### config.mk
export PLATFORM = sky130hd
export DESIGN_NAME = dsp_cfg_sequencer
export DESIGN_NICKNAME = d
export VERILOG_FILES = /design/src/rtl/dsp_cfg_pkg.sv /design/src/rtl/dsp_cfg_sequencer_debouncer.sv /design/src/rtl/dsp_cfg_sequencer.sv
export SDC_FILE = /design/constraint.sdc
export NUM_CORES = 1
export LEC_CHECK = 0
export ABC_AREA = 1
export CAP_MARGIN = 20
export CORE_ASPECT_RATIO = 0.7
export CORE_MARGIN = 3
export CORE_UTILIZATION = 59
export DETAILED_ROUTE_END_ITERATION = 16
export GPL_TIMING_DRIVEN = 0
export PLACE_DENSITY_LB_ADDON = 0.1
export SLEW_MARGIN = 20
export SYNTH_ARGS = -nofsm -noshare
export SYNTH_HDL_FRONTEND = slang
export SYNTH_SLANG_ARGS = --single-unit
### constraint.sdc
create_clock -name sclk -period 2.1 [get_ports sclk]
set_clock_uncertainty 0.15 [all_clocks]
set_input_delay 0.42 -clock sclk [delete_from_list [all_inputs] [get_ports sclk]]
set_output_delay 0.42 -clock sclk [all_outputs]
set_load 0.005 [all_outputs]
### src/rtl/dsp_cfg_pkg.sv
// Shared types and reset defaults for the DSP configuration sequencer.
package dsp_cfg_pkg;

    localparam logic [3:0] FREQ_RST  = 4'b0001;
    localparam logic [3:0] SCALE_RST = 4'b0001;

    localparam logic [1:0] ST_IDLE     = 2'd0;
    localparam logic [1:0] ST_WAIT_PKT = 2'd1;
    localparam logic [1:0] ST_APPLY    = 2'd2;
    localparam logic [1:0] ST_FLUSH    = 2'd3;

    typedef enum logic [1:0] {
        IDLE     = ST_IDLE,
        WAIT_PKT = ST_WAIT_PKT,
        APPLY    = ST_APPLY,
        FLUSH    = ST_FLUSH
    } state_e;

    typedef struct packed {
        logic [3:0] freq;
        logic [3:0] scale;
    } cfg_t;

endpackage

### src/rtl/dsp_cfg_sequencer_debouncer.sv
// Multi-flop synchroniser followed by a hold-time debouncer for a switch bus.
module sw_debouncer #(
    parameter int               WIDTH   = 8,
    parameter int               STAGES  = 2,
    parameter int               CYCLES  = 1024,
    parameter logic [WIDTH-1:0] RST_VAL = '0
) (
    input  logic             sclk,
    input  logic             rst,
    input  logic [WIDTH-1:0] i_async,
    output logic [WIDTH-1:0] o_stable
);

    localparam int             CNT_W   = $clog2(CYCLES) + 1;
    localparam logic [CNT_W-1:0] CNT_MAX = CNT_W'(CYCLES - 1);

    logic [WIDTH-1:0] r_sync [STAGES];
    logic [WIDTH-1:0] r_cand;
    logic [WIDTH-1:0] r_stable;
    logic [CNT_W-1:0] r_cnt;
    logic [CNT_W-1:0] w_cnt_nxt;

    // Counter saturates so a long-held value keeps refreshing stable harmlessly.
    assign w_cnt_nxt = (r_cnt == CNT_MAX) ? r_cnt : r_cnt + 1'b1;
    assign o_stable  = r_stable;

    always_ff @(posedge sclk or negedge rst) begin
        if (!rst) begin
            for (int i = 0; i < STAGES; i++) begin
                r_sync[i] <= RST_VAL;
            end
            r_cand   <= RST_VAL;
            r_stable <= RST_VAL;
            r_cnt    <= '0;
        end else begin
            r_sync[0] <= i_async;
            for (int i = 1; i < STAGES; i++) begin
                r_sync[i] <= r_sync[i-1];
            end
            if (r_sync[STAGES-1] != r_cand) begin
                r_cand <= r_sync[STAGES-1];
                r_cnt  <= '0;
            end else begin
                r_cnt <= w_cnt_nxt;
                if (w_cnt_nxt == CNT_MAX) begin
                    r_stable <= r_cand;
                end
            end
        end
    end

endmodule

### src/rtl/dsp_cfg_sequencer.sv
// Applies debounced switch settings to the DSP on I2S packet boundaries,
// muting and resetting the core while its delay line refills.
module dsp_cfg_sequencer #(
    parameter int         SYNC_STAGES     = 2,
    parameter int         DEBOUNCE_CYCLES = 1024,
    parameter int         FLUSH_PKTS      = 4,
    parameter int         WDOG_CYCLES     = 4096,
    parameter logic [3:0] FREQ_RST        = dsp_cfg_pkg::FREQ_RST,
    parameter logic [3:0] SCALE_RST       = dsp_cfg_pkg::SCALE_RST
) (
    input  logic       sclk,
    input  logic       rst,
    input  logic [3:0] freqSw_i,
    input  logic [3:0] scaleSw_i,
    input  logic       pktStrobe_i,
    output logic [3:0] freqSetting_o,
    output logic [3:0] scaleFactor_o,
    output logic       dspRst_n_o,
    output logic       mute_o,
    output logic       cfgUpdate_o,
    output logic       stall_o
);

    import dsp_cfg_pkg::*;

    localparam int              WD_W    = $clog2(WDOG_CYCLES + 1);
    localparam logic [WD_W-1:0] WD_MAX  = WD_W'(WDOG_CYCLES);
    localparam int              PK_W    = $clog2(FLUSH_PKTS + 1);
    localparam logic [PK_W-1:0] PK_LAST = PK_W'(FLUSH_PKTS - 1);
    localparam cfg_t            CFG_RST = {FREQ_RST, SCALE_RST};

    logic [7:0]      w_sw_stable;
    cfg_t            w_stable;
    state_e          r_state;
    cfg_t            r_pending;
    cfg_t            r_applied;
    logic            r_mute;
    logic            r_upd;
    logic            r_dsprst_n;
    logic            r_stall;
    logic [WD_W-1:0] r_wdog;
    logic [WD_W-1:0] w_wdog_nxt;
    logic [PK_W-1:0] r_pkt_cnt;

    sw_debouncer #(
        .WIDTH   (8),
        .STAGES  (SYNC_STAGES),
        .CYCLES  (DEBOUNCE_CYCLES),
        .RST_VAL (CFG_RST)
    ) u_sw_debouncer (
        .sclk     (sclk),
        .rst      (rst),
        .i_async  ({freqSw_i, scaleSw_i}),
        .o_stable (w_sw_stable)
    );

    assign w_stable = w_sw_stable;

    // stall_o tracks the counter it is registered alongside, so it drops together with the clear.
    assign w_wdog_nxt = pktStrobe_i          ? '0     :
                        (r_wdog == WD_MAX)   ? r_wdog : r_wdog + 1'b1;

    always_ff @(posedge sclk or negedge rst) begin
        if (!rst) begin
            r_wdog  <= '0;
            r_stall <= 1'b0;
        end else begin
            r_wdog  <= w_wdog_nxt;
            r_stall <= (w_wdog_nxt == WD_MAX);
        end
    end

    always_ff @(posedge sclk or negedge rst) begin
        if (!rst) begin
            r_state    <= IDLE;
            r_pending  <= CFG_RST;
            r_applied  <= CFG_RST;
            r_mute     <= 1'b0;
            r_upd      <= 1'b0;
            r_dsprst_n <= 1'b0;
            r_pkt_cnt  <= '0;
        end else begin
            r_upd      <= 1'b0;
            r_dsprst_n <= 1'b1;
            case (r_state)
                IDLE: begin
                    if (w_stable != r_applied) begin
                        r_pending <= w_stable;
                        r_state   <= WAIT_PKT;
                    end
                end
                WAIT_PKT: begin
                    r_pending <= w_stable;
                    if (w_stable == r_applied) begin
                        r_state <= IDLE;
                    end else if (pktStrobe_i || r_stall) begin
                        r_mute  <= 1'b1;
                        r_state <= APPLY;
                    end
                end
                APPLY: begin
                    // Only a frequency change invalidates the DSP delay line.
                    r_applied  <= r_pending;
                    r_upd      <= 1'b1;
                    r_dsprst_n <= (r_pending.freq == r_applied.freq);
                    r_pkt_cnt  <= '0;
                    r_state    <= FLUSH;
                end
                FLUSH: begin
                    if (r_stall || (pktStrobe_i && (r_pkt_cnt == PK_LAST))) begin
                        r_mute  <= 1'b0;
                        r_state <= IDLE;
                    end else if (pktStrobe_i) begin
                        r_pkt_cnt <= r_pkt_cnt + 1'b1;
                    end
                end
                default: r_state <= IDLE;
            endcase
        end
    end

    assign freqSetting_o = r_applied.freq;
    assign scaleFactor_o = r_applied.scale;
    assign dspRst_n_o    = r_dsprst_n;
    assign mute_o        = r_mute;
    assign cfgUpdate_o   = r_upd;
    assign stall_o       = r_stall;

endmodule

==> impl_metrics.env, run 1 <==
export IMPL_setup_ws_ns=0.0900
export IMPL_hold_violations=0
export IMPL_slowest_delay_ns=0.38
export IMPL_fin_area_um2=4500
export IMPL_place_ws_ns=-0.0197
export IMPL_stdcell_count=576
export IMPL_period_share_pct=95.7
export IMPL_antennaDiodeCount=0
export IMPL_dp_hpwl_um=4930
export IMPL_holdPathStages=0
export IMPL_vias=2922
export IMPL_grt_pass1_vias=2737
export IMPL_root_buffer="clkbuf_8"
export IMPL_fmax_mhz=498
export IMPL_syn_num_nets=465
export IMPL_crit_arrival_ns=2.10
export IMPL_critical_path_buf_inv_count=1
export IMPL_power_density_nw_per_um2=682
export IMPL_syn_inst=449
export IMPL_critical_path_top_delay_family="simple AND/OR/NAND/NOR gates"
export IMPL_track_usage_pct=20.8
export IMPL_critPathRequiredTime_ns=2.20
export IMPL_r2r_cells=11
export IMPL_routedWlPerCell_um=12.1
export IMPL_dpl_instance_area_um2=4180
export IMPL_totalWireLength_um=6980
export IMPL_critPathSlowestCell="dfrtp_1"
export IMPL_die_w_um=103
export IMPL_synth_cell_types=32
export IMPL_cts_tree="yes"
export IMPL_grt_start_max_net_pins=43
export IMPL_crit_path_start_kind="flop"
export IMPL_r2r_setup_slack_ns=0.09
export IMPL_port_buffers=22
export IMPL_clk_pin_slew_worst_paths_ns=0.09
export IMPL_crit_chain="ha_2 -> nand2_2 -> nor2_4 -> nand3_4 -> buf_6 -> nand2_1 -> nand2_2 -> nor2_8 -> nand3_4 -> nand2_1 -> nand2_1"
export IMPL_areaGrowthSynthToFinish_pct=16.8
export IMPL_initial_core_util_pct=64.0
export IMPL_dr_pass1_iters=4
export IMPL_die_h_um=73.6
export IMPL_finalCriticalPeriod_ns=2.01
export IMPL_antenna_found_initial=0
export IMPL_core_um2=6010
export IMPL_cp_max_fo=10
export IMPL_via_per_inst=5.07
export IMPL_rsz0062_at_grt="true"
export IMPL_hold_class="flop to flop"
export IMPL_power_mw=3.07
export IMPL_rows=23
export IMPL_placed_cells=547
export IMPL_fill_cells=432
export IMPL_die_area_um2=7540
export IMPL_grt_overflow=0
export IMPL_avgSynthCellArea_um2=8.57
export IMPL_gp_congestion=0.811
export IMPL_critPathCaptureType="flop"
export IMPL_synth_area_um2=3850
export IMPL_power_leakage_nw=2.35
export IMPL_whs_ns=0.199
export IMPL_cts_buffers_inserted=9
export IMPL_ir_drop_mv=0.560
export IMPL_drt_iter0_drc=121
export IMPL_drtAntennaViolNets=0
export IMPL_clockBufferDepth=2
export IMPL_finalSetupViolCount=0
export IMPL_grt_first_pass_wirelength_um=12300
export IMPL_cts_sinks=81
export IMPL_clkLatencyLatePin_ns=0.35
export IMPL_finalNetCount=512
export IMPL_pin_count=23
export IMPL_max_cap_violations=0
export IMPL_htreeDepth=3
export IMPL_cp_depth=11
export IMPL_path_class="flop to flop"
export IMPL_worstMarginPinSlew_ns=0.513
export IMPL_status="finished, final reports clean"
export IMPL_slew_headroom_pct=65.8
export IMPL_ys_seq_area_share_pct=53.1
export IMPL_drc=0
export IMPL_yosysWarningCount=0
export IMPL_slew_violations=0
export IMPL_synth_seq_cells=81
export IMPL_setup_tns_ns=0
export IMPL_fin_util_pct=74.7
export IMPL_path_common_cell="nand2_1"
export IMPL_layout_drive_gt1_share_pct=15.6
-- power by group --
group / total (mW) / switching [mW] / internal (mW)
logic: 0.266 / 0.176 / 0.0902
registers: 1.65 / 0.0410 / 1.61
clock network: 1.15 / 0.589 / 0.559
total: 3.07 / 0.806 / 2.26
-- placed cells by master, fill, tap and decap left out, types with 5 or more instances in the layout --
cell type / synthesis / final
nand3_1: 26 / 26
clkbuf_1: 11 / 11
o21ai_1: 19 / 18
nor3_1: 7 / 7
buf_4: 0 / 13
nand2_1: 119 / 118
clkdlybuf4s50_1: 0 / 21
dfstp_2: 12 / 12
clkbuf_8: 0 / 9
inv_1: 56 / 56
dfrtp_1: 69 / 69
o21ai_0: 6 / 6
xor2_1: 12 / 12
nor2_1: 44 / 42
nand4_1: 11 / 11
nand2_2: 4 / 5
inv_2: 11 / 11
a21oi_1: 6 / 6
-- synth_stat cells --
| master | n | area share [%] |
|---|---|---|
| o41ai_1 | 1 | 0.23 |
| dfstp_2 | 12 | 8.2 |
| o21ai_2 | 1 | 0.23 |
| o21bai_1 | 1 | 0.20 |
| nand3_4 | 4 | 1.8 |
| nor3b_1 | 1 | 0.20 |
| nand2_2 | 4 | 0.65 |
| nor2_1 | 44 | 4.3 |
| nor2_8 | 3 | 1.6 |
| inv_1 | 56 | 5.5 |
| nor2_4 | 3 | 0.88 |
| nand4_1 | 11 | 1.8 |
| a21oi_1 | 6 | 0.78 |
| clkinv_1 | 2 | 0.20 |
| nand2_1 | 119 | 12 |
| nor2_2 | 2 | 0.33 |
| nand3_2 | 1 | 0.26 |
| a31oi_1 | 3 | 0.49 |
| nand3_1 | 26 | 3.4 |
| buf_2 | 1 | 0.13 |
| xor2_1 | 12 | 2.7 |
| ha_1 | 5 | 1.6 |
| xnor2_1 | 4 | 0.91 |
| buf_6 | 1 | 0.29 |
| clkbuf_1 | 11 | 1.1 |
| inv_2 | 11 | 1.1 |
| o21ai_0 | 6 | 0.78 |
| o21ai_1 | 19 | 2.5 |
| a2bb2oi_1 | 1 | 0.23 |
| dfrtp_1 | 69 | 45 |
| nor3_1 | 7 | 0.91 |
| nand3b_1 | 2 | 0.39 |
-- sequential cells by signal, indices dropped and copies added (netlist names), named ones only --
register and cells:
mute_o 1, dspRst_n_o 1, scaleFactor_o 4, cfgUpdate_o 1
u_sw_debouncer.r_sync 16, u_sw_debouncer.r_cnt 11, r_wdog 13, stall_o 1
u_sw_debouncer.r_cand 8, r_pending 8, r_pkt_cnt 3, u_sw_debouncer.o_stable 8
r_state 1, freqSetting_o 4
-- what timing repair did --
action                                  in CTS  in global routing
endpoints found under the hold margin       35                  0
hold buffers                                 1                  0
endpoints found under the setup margin       0                  9
buffers inserted                             0                 12
resized for setup                            0                  5
-- area by class of cell --
type                       count  area [um2]  area share, %
tap                           75        93.8           2.09
clock buffer                   9         124           2.76
inverter                      69         259           5.76
clock inverter                 7        77.6           1.73
multi-input combinational    286        1500           33.5
sequential                    81        2040           45.4
timing repair buffer          36         338           7.51
buffer                        13        57.6           1.28
-- layer usage --
layer	share of wire, %	wire length, um	GRT usage [%]	vias to the layer above
li1	-	-	-	1505
met1	51	3540	29.8	1360
met2	45	3150	30.9	53
met3	3.7	256	6.26	4
met4	0.36	25	5.68	0
met5	0	0	0	-
-- cell families (layout without fill, tap and decap cells) --
family	Yosys count	after routing	synth area share, %
xor+xnor	16	16	3.64
simple gates	227	227	28.1
buf+inv	82	134	8.22
flops	81	81	53.1
fa+ha+maj	5	5	1.63
compound gates	38	38	5.40
-- final timing paths --
check / from / end
worst min-delay path: u_sw_debouncer.r_sync[14] / u_sw_debouncer.r_sync[6]
worst max register to register: u_sw_debouncer.r_cnt[0] / u_sw_debouncer.o_stable[1]
max in group asynchronous: rst / u_sw_debouncer.r_sync[4]
min in group asynchronous: rst / r_wdog[3]
worst max-delay path: u_sw_debouncer.r_cnt[0] / u_sw_debouncer.o_stable[1]
worst min register to register: u_sw_debouncer.r_sync[14] / u_sw_debouncer.r_sync[6]
Note: power is estimated with default switching activity, not from simulation.
==> inputs of run 2 (changes only) <==
- CAP_MARGIN: 20 -> 5
- CORE_UTILIZATION: 59 -> 50
==> impl_metrics.env, run 2 (same netlist as run 1, synthesis figures left out) <==
export IMPL_status="complete, but fails checks"
export IMPL_failed_checks="negative setup slack"
export IMPL_place_ws_ns=-0.0799
export IMPL_htreeDepth=3
export IMPL_critPathRequiredTime_ns=2.24
export IMPL_path_common_cell="nand3_4"
export IMPL_cp_max_fo=7
export IMPL_power_density_nw_per_um2=678
export IMPL_crit_path_start_kind="flop"
export IMPL_antennaDiodeCount=0
export IMPL_cts_sinks=81
export IMPL_clk_pin_slew_worst_paths_ns=0.09
export IMPL_layout_drive_gt1_share_pct=17.0
export IMPL_largest_reg_flops=16
export IMPL_grt_start_max_net_pins=57
export IMPL_drtAntennaViolNets=0
export IMPL_dp_hpwl_um=4760
export IMPL_setup_tns_ns=-0.0316
export IMPL_drc=0
export IMPL_track_usage_pct=16.7
export IMPL_critPathSlowestCell="dfrtp_1"
export IMPL_finalCriticalPeriod_ns=2.13
export IMPL_critPathCaptureType="flop"
export IMPL_worstMarginPinSlew_ns=0.497
export IMPL_slew_violations=0
export IMPL_finalSetupViolCount=1
export IMPL_drt_iter0_drc=152
export IMPL_pin_count=23
export IMPL_die_area_um2=8800
export IMPL_path_class="flop to flop"
export IMPL_grt_overflow=0
export IMPL_initial_core_util_pct=52.1
export IMPL_crit_arrival_ns=2.27
export IMPL_routedWlPerCell_um=11.7
export IMPL_biggestRegsByFlops="u_sw_debouncer.r_sync: 16 flops, r_wdog: 13 flops, u_sw_debouncer.r_cnt: 11 flops"
export IMPL_port_buffers=22
export IMPL_clockBufferDepth=2
export IMPL_root_buffer="clkbuf_8"
export IMPL_fmax_mhz=469
export IMPL_antenna_found_initial=0
export IMPL_clkLatencyLatePin_ns=0.35
export IMPL_dr_pass1_iters=5
export IMPL_finalNetCount=516
export IMPL_slew_headroom_pct=66.9
export IMPL_core_um2=7380
export IMPL_areaGrowthSynthToFinish_pct=19.6
export IMPL_die_w_um=111
export IMPL_cts_tree="yes"
export IMPL_grt_first_pass_wirelength_um=11900
export IMPL_hold_violations=0
export IMPL_slowest_delay_ns=0.40
export IMPL_period_share_pct=102
export IMPL_via_per_inst=4.77
export IMPL_gp_congestion=0.812
export IMPL_ir_drop_mv=0.461
export IMPL_rows=26
export IMPL_vias=2879
export IMPL_final_common_cell="nand2_1"
export IMPL_rsz0062_at_grt="true"
export IMPL_totalWireLength_um=7030
export IMPL_power_leakage_nw=2.40
export IMPL_fin_util_pct=62.4
export IMPL_hold_class="flop to flop"
export IMPL_crit_chain="ha_2 -> nand2_2 -> nor2_4 -> nand3_4 -> buf_8 -> nand3_4 -> nand3_4 -> nor2_8 -> buf_4 -> buf_4 -> nand4_1 -> nand2_1"
export IMPL_die_h_um=79.4
export IMPL_grt_pass1_vias=2622
export IMPL_cts_buffers_inserted=9
export IMPL_max_cap_violations=0
export IMPL_top_register="u_sw_debouncer.r_sync"
export IMPL_final_cell_mix="113 x nand2_1, 69 x dfrtp_1, 56 x inv_1"
export IMPL_setup_ws_ns=-0.0316
[run 2: cell types whose count changed in the layout (fill, tap and decap cells not counted), moves of 2 or more]
cell | previous run | this run
buf_4 | 13 | 16
inv_6 | 2 | 4
nand2_1 | 118 | 113
nand2_2 | 5 | 9
[run 2: report_power, final]
part / internal (mW) / switching (mW) / leakage [nW]
logic: 0.0917 / 0.179 / 1.26
clock network: 0.577 / 0.621 / 0.107
registers: 1.61 / 0.0407 / 1.04
total: 2.28 / 0.841 / 2.40
[run 2: final timing paths]
kind / startpoint / endpoint / slack, ns / cells past startpoint
setup reg to reg: u_sw_debouncer.r_cnt[1] / u_sw_debouncer.o_stable[1] / -0.03 / 12
hold reg to reg: u_sw_debouncer.r_sync[10] / u_sw_debouncer.r_sync[2] / 0.20 / 0
max in group asynchronous: rst / u_sw_debouncer.r_sync[12] / 0.80 / 3
min in group asynchronous: rst / r_wdog[3] / 0.36 / 2
setup / recovery: u_sw_debouncer.r_cnt[1] / u_sw_debouncer.o_stable[1] / -0.03 / 12
hold / removal: u_sw_debouncer.r_sync[10] / u_sw_debouncer.r_sync[2] / 0.20 / 0
[run 2: repair_timing]
item	4_1_cts	5_1_grt
hold endpoints to repair	21	0
setup buffers	0	15
setup endpoints to repair	0	9
resized for setup	0	11
hold buffers	1	0
[run 2: worst max-delay path, delay by kind of cell, from the launching register on]
| family | cells | cell delay (ns) |
|---|---|---|
| and+or+nand+nor | 8 | 0.92 |
| buffers and inverters | 3 | 0.41 |
| DFF | 1 | 0.40 |
| adders and majority gates | 1 | 0.21 |
[run 2: per-stage QoR]
stage                     total power [mW]  instances  instance area [um2]  hold slack [ns]
after global placement                1.94        569                 4190            0.182
after global routing                  3.27        603                 4600            0.210
after CTS                             3.17        587                 4440            0.208
final                                 3.12        603                 4600            0.204
after floorplan                       1.83        449                 3850          -0.0256
after detailed placement              1.95        570                 4220            0.186
[run 2: cell type report]
| class | instances | area [um2] |
|---|---|---|
| plain buffers | 13 | 61.3 |
| clock buffers | 9 | 124 |
| clock inverters | 7 | 85.1 |
| fillers | 613 | 2780 |
| inverters | 69 | 259 |
| multi-input cells | 286 | 1520 |
| flip-flops and latches | 81 | 2040 |
| well taps | 98 | 123 |
| repair buffers | 40 | 393 |
[run 2: metal layers]
layer  global-route usage, %  routed length [um]
met1                    23.6                3520
met4                    4.06                  27
met2                    25.4                3140
met5                       0                   0
met3                    5.38                 346
